### config.mk
export PLATFORM = sky130hd
export DESIGN_NAME = load_store_unit
export DESIGN_NICKNAME = d
export VERILOG_FILES = /design/src/rtl/load_store_unit.sv
export SDC_FILE = /design/constraint.sdc
export NUM_CORES = 1
export LEC_CHECK = 0
export ABC_AREA = 0
export CAP_MARGIN = 20
export CORE_MARGIN = 2
export CORE_UTILIZATION = 30
export DETAILED_ROUTE_END_ITERATION = 10
export PLACE_DENSITY = 0.59
export SLEW_MARGIN = 15
export SYNTH_ARGS = -nofsm -noshare
export SYNTH_HDL_FRONTEND = slang
export SYNTH_SLANG_ARGS = --single-unit
### constraint.sdc
create_clock -name clk -period 4.88 [get_ports clk]
set_input_delay 0.732 -clock clk [delete_from_list [all_inputs] [get_ports clk]]
set_output_delay 0.732 -clock clk [all_outputs]
set_load 0.005 [all_outputs]
### src/rtl/load_store_unit.sv
// Load/store sequencer between the execute stage and a byte-wide synchronous data memory.
// Handles bounds faults, little-endian halfword splitting and the memory's one-cycle read latency.
module load_store_unit #(
  parameter int unsigned MEM_DEPTH = 50,
  parameter int unsigned ADDR_W    = 6
) (
  input  logic              clk,
  input  logic              rst_n,

  input  logic              req_valid,
  output logic              req_ready,
  input  logic              req_write,
  input  logic              req_half,
  input  logic              req_signed,
  input  logic [7:0]        req_base,
  input  logic [7:0]        req_offset,
  input  logic [15:0]       req_wdata,

  output logic              resp_valid,
  output logic [15:0]       resp_rdata,
  output logic              resp_fault,

  output logic              mem_write,
  output logic              mem_read,
  output logic [ADDR_W-1:0] mem_address,
  output logic [7:0]        mem_data_in,
  input  logic [7:0]        mem_data_out
);

  localparam logic [9:0] LastAddr = 10'(MEM_DEPTH - 1);

  typedef enum logic [2:0] {
    StIdle,
    StAccLo,
    StAccHi,
    StWait,
    StDone
  } state_e;

  state_e state_q, state_d;

  logic              write_q;
  logic              half_q;
  logic              signed_q;
  logic              fault_q;
  logic [ADDR_W-1:0] ea_q;
  logic [15:0]       wdata_q;
  logic [7:0]        lo_q;
  logic [15:0]       rdata_q;

  logic              accept;
  logic [9:0]        ea_full;
  logic              fault_now;

  assign accept = req_valid & req_ready;

  // 10-bit two's-complement sum: range -128..382 fits, so bit 9 is a clean sign bit.
  assign ea_full   = {2'b00, req_base} + {{2{req_offset[7]}}, req_offset};
  assign fault_now = ea_full[9] | (ea_full > LastAddr) | (req_half & (ea_full >= LastAddr));

  always_ff @(posedge clk or negedge rst_n) begin
    if (!rst_n) begin
      state_q  <= StIdle;
      write_q  <= 1'b0;
      half_q   <= 1'b0;
      signed_q <= 1'b0;
      fault_q  <= 1'b0;
      ea_q     <= '0;
      wdata_q  <= '0;
      lo_q     <= '0;
      rdata_q  <= '0;
    end else begin
      state_q <= state_d;
      if (accept) begin
        write_q  <= req_write;
        half_q   <= req_half;
        signed_q <= req_signed;
        fault_q  <= fault_now;
        ea_q     <= ea_full[ADDR_W-1:0];
        wdata_q  <= req_wdata;
        if (fault_now) begin
          rdata_q <= '0;
        end
      end
      // Low byte of a halfword load arrives while the high byte is being requested.
      if (state_q == StAccHi && !write_q) begin
        lo_q <= mem_data_out;
      end
      if (state_q == StWait) begin
        if (half_q) begin
          rdata_q <= {mem_data_out, lo_q};
        end else begin
          rdata_q <= {{8{signed_q & mem_data_out[7]}}, mem_data_out};
        end
      end
    end
  end

  always_comb begin
    state_d     = state_q;
    mem_write   = 1'b0;
    mem_read    = 1'b0;
    mem_address = '0;
    mem_data_in = '0;
    unique case (state_q)
      StIdle: begin
        if (accept) begin
          state_d = fault_now ? StDone : StAccLo;
        end
      end
      StAccLo: begin
        mem_address = ea_q;
        if (write_q) begin
          mem_write   = 1'b1;
          mem_data_in = wdata_q[7:0];
        end else begin
          mem_read = 1'b1;
        end
        if (half_q) begin
          state_d = StAccHi;
        end else begin
          state_d = write_q ? StDone : StWait;
        end
      end
      StAccHi: begin
        mem_address = ea_q + ADDR_W'(1);
        if (write_q) begin
          mem_write   = 1'b1;
          mem_data_in = wdata_q[15:8];
        end else begin
          mem_read = 1'b1;
        end
        state_d = write_q ? StDone : StWait;
      end
      StWait: begin
        state_d = StDone;
      end
      StDone: begin
        state_d = StIdle;
      end
      default: begin
        state_d = StIdle;
      end
    endcase
  end

  assign req_ready  = (state_q == StIdle);
  assign resp_valid = (state_q == StDone);
  assign resp_fault = resp_valid & fault_q;
  assign resp_rdata = rdata_q;

endmodule

==> results.sh <==
export IMPL_status="complete, no violations"
export IMPL_p_leak_nw=1.751
export IMPL_yosys_register_bits=53
export IMPL_final_area_mm2=0.004090
export IMPL_setup_tns_ns=0
export IMPL_cts_root_buf="clkbuf_8"
export IMPL_synthFlopType="dfrtp_1"
export IMPL_period_share=0.6841
export IMPL_drt_iter0_markers=101
export IMPL_synth_top_area_frac=0.4319
export IMPL_drtPass1Iterations=4
export IMPL_area_growth_pct=33.21
export IMPL_grt_start_max_net_pins=54
export IMPL_io_pins=81
export IMPL_worstPathRequired_ns=5.10
export IMPL_final_common_cell="nand2_1"
export IMPL_wl_met3_um=287
export IMPL_arrival_ns=3.56
export IMPL_finalNetCount=481
export IMPL_place_gp_congestion=0.7901
export IMPL_path_max_fanout=17
export IMPL_slew_headroom=0.3083
export IMPL_initial_core_util=0.3113
export IMPL_grt_pass1_vias=2731
export IMPL_dp_cells=550
export IMPL_routed_wl_um=7742
export IMPL_hold_class="reg -> reg"
export IMPL_numPortBuffers=80
export IMPL_max_freq_ghz=0.2995
export IMPL_synth_nets=414
export IMPL_clk_latency_ns=0.31
export IMPL_instances_no_fill=558
export IMPL_critPathKind="in -> reg"
export IMPL_route_detailed_drc=0
export IMPL_finalCriticalPeriod_ns=3.339
export IMPL_wl_met1_um=3800
export IMPL_syn_instance_count=357
export IMPL_ir_worst_vdd_uv=166.4
export IMPL_ys_warn_count=0
export IMPL_clkTransAtPathRegs_ns=0.10
export IMPL_cts_sinks=53
export IMPL_worstSetupEndpointType="register"
export IMPL_antenna_found_initial=0
export IMPL_layout_drive_gt1_share=0.08235
export IMPL_vias_per_cell=4.835
export IMPL_cts_setup_buffers=0
export IMPL_final_cell_mix="nand2_1 (89), clkdlybuf4s50_1 (79), dfrtp_1 (53)"
export IMPL_cts_tree="yes"
export IMPL_slew_violations=0
export IMPL_power_density_mw_per_mm2=438.3
export IMPL_ant_nets=0
export IMPL_dieArea_mm2=0.01106
export IMPL_avgSynthCellArea_um2=8.601
export IMPL_placed_area_mm2=0.003968
export IMPL_wl_met2_um=3610
export IMPL_die_w_um=105.2
export IMPL_synth_area_leaders="dfrtp_1 (43%), nand2_1 (11%), ha_1 (4.1%)"
export IMPL_gr_usage_all_layers=0.1459
export IMPL_cp_start_kind="input port"
export IMPL_worst_clock_skew_ns=0.01029
export IMPL_worst_pin_slew_ns=1.035
export IMPL_clockBufferDepth=2
export IMPL_synth_area_mm2=0.003070
export IMPL_synth_edf_count=0
export IMPL_cts_resized=0
export IMPL_core_mm2=0.009864
export IMPL_ys_async_sr_fraction=1.000
export IMPL_finalPower_mw=1.793
export IMPL_highest_signal_layer="met4"
export IMPL_max_cap_violations=0
export IMPL_yosys_area_top_type="dfrtp_1"
export IMPL_rsz0062_at_grt="no"
export IMPL_setup_violations=0
export IMPL_cts_buffers=5
export IMPL_rows=36
export IMPL_vias=2698
export IMPL_ctsHoldBuffers=0
export IMPL_ys_seq_area_frac=0.4319
export IMPL_routedWlPerCell_um=13.87
export IMPL_timing_hold_ws_ns=0.4859
export IMPL_grt_overflow=0
export IMPL_antenna_cells=0
export IMPL_final_hold_viol_count=0
export IMPL_h_tree_depth=2
export IMPL_die_y_um=105.2
export IMPL_grt_pass1_wl_um=13290
export IMPL_dpl_hpwl_um=5652
export IMPL_ys_types=43
## worst paths after layout
path                                        to   startpoint  cells after the start  slack (ns)
worst max register to register      wdata_q[3]   state_q[2]                      5        2.78
worst min register to register      wdata_q[8]   wdata_q[8]                      2        0.49
min in group asynchronous        resp_rdata[5]        rst_n                      2        0.54
worst max-delay path            resp_rdata[13]  req_base[0]                     10        1.54
worst min-delay path                wdata_q[8]   wdata_q[8]                      2        0.49
max in group asynchronous              ea_q[4]        rst_n                      2        3.87
## final cells by class
| cell class | count | area [um2] |
|---|---|---|
| Inverter | 16 | 60.06 |
| Fill cell | 1031 | 5774 |
| Sequential cell | 53 | 1326 |
| Clock buffer | 6 | 82.58 |
| Tap cell | 133 | 166.4 |
| Multi-Input combinational cell | 264 | 1588 |
| Clock inverter | 2 | 37.54 |
| Timing Repair Buffer | 84 | 829.5 |
## layer usage
metal / global-route usage / vias up
met1: 0.2098 / 1271
met5: 0 / -
li1: - / 1363
met2: 0.2338 / 58
met3: 0.02807 / 6
met4: 0.01810 / 0
## Yosys cell counts (3+ instances only)
master and number:
xnor2_1 3, a21oi_2 10, mux2_2 9, nor2b_1 3, a22oi_1 14, and2_1 3, inv_1 16, mux2i_1 4
nand2_1 90, a21o_1 3, dfrtp_1 53, o21ai_0 23, clkbuf_1 22, a211oi_1 3, a31oi_1 9, xor2_1 3
o211ai_1 9, a21oi_1 11, nand3_1 5, ha_1 10, nor2_1 23, nand2b_1 5
## sequential cells by signal (all words and copies together), names as in the netlist
register and cells:
write_q 1, wdata_q 16, resp_rdata 16, fault_q 1, state_q 3, lo_q 8, half_q 1, signed_q 1
ea_q 6
## through the flow
stage          setup WS, ns    util
2_1_floorplan         2.067       -
3_3_place_gp          1.269  0.4011
3_5_place_dp          1.211  0.4022
4_1_cts               1.523  0.4144
5_1_grt               1.331  0.4146
6_report              1.541  0.4146
## logic make-up after synthesis
family / Yosys count / synth area share
buffers and inverters: 40 / 0.05175
AND/OR/NAND/NOR: 135 / 0.1846
adder cells (fa/ha/maj): 11 / 0.04727
flip-flops: 53 / 0.4319
AO/OA/AOI/OAI: 99 / 0.2213
XOR/XNOR: 6 / 0.01712
multiplexers: 13 / 0.04605
## power breakdown
part	leakage, nW	switching, mW	internal, mW
sequential	0.682	0.157	0.593
combinational	1.01	0.386	0.341
clock	0.0574	0.149	0.167
total	1.75	0.692	1.10
## worst max-delay path: stages
cell	delay, ns
clkdlybuf4s50_1	0.46
ha_1	0.16
inv_1	0.05
fa_1	0.40
nand2b_1	0.19
a21oi_2	0.22
a41oi_1	0.13
o21bai_1	0.18
a2111o_1	0.73
o21ai_0	0.28
Note: power is estimated with default switching activity, not from simulation.
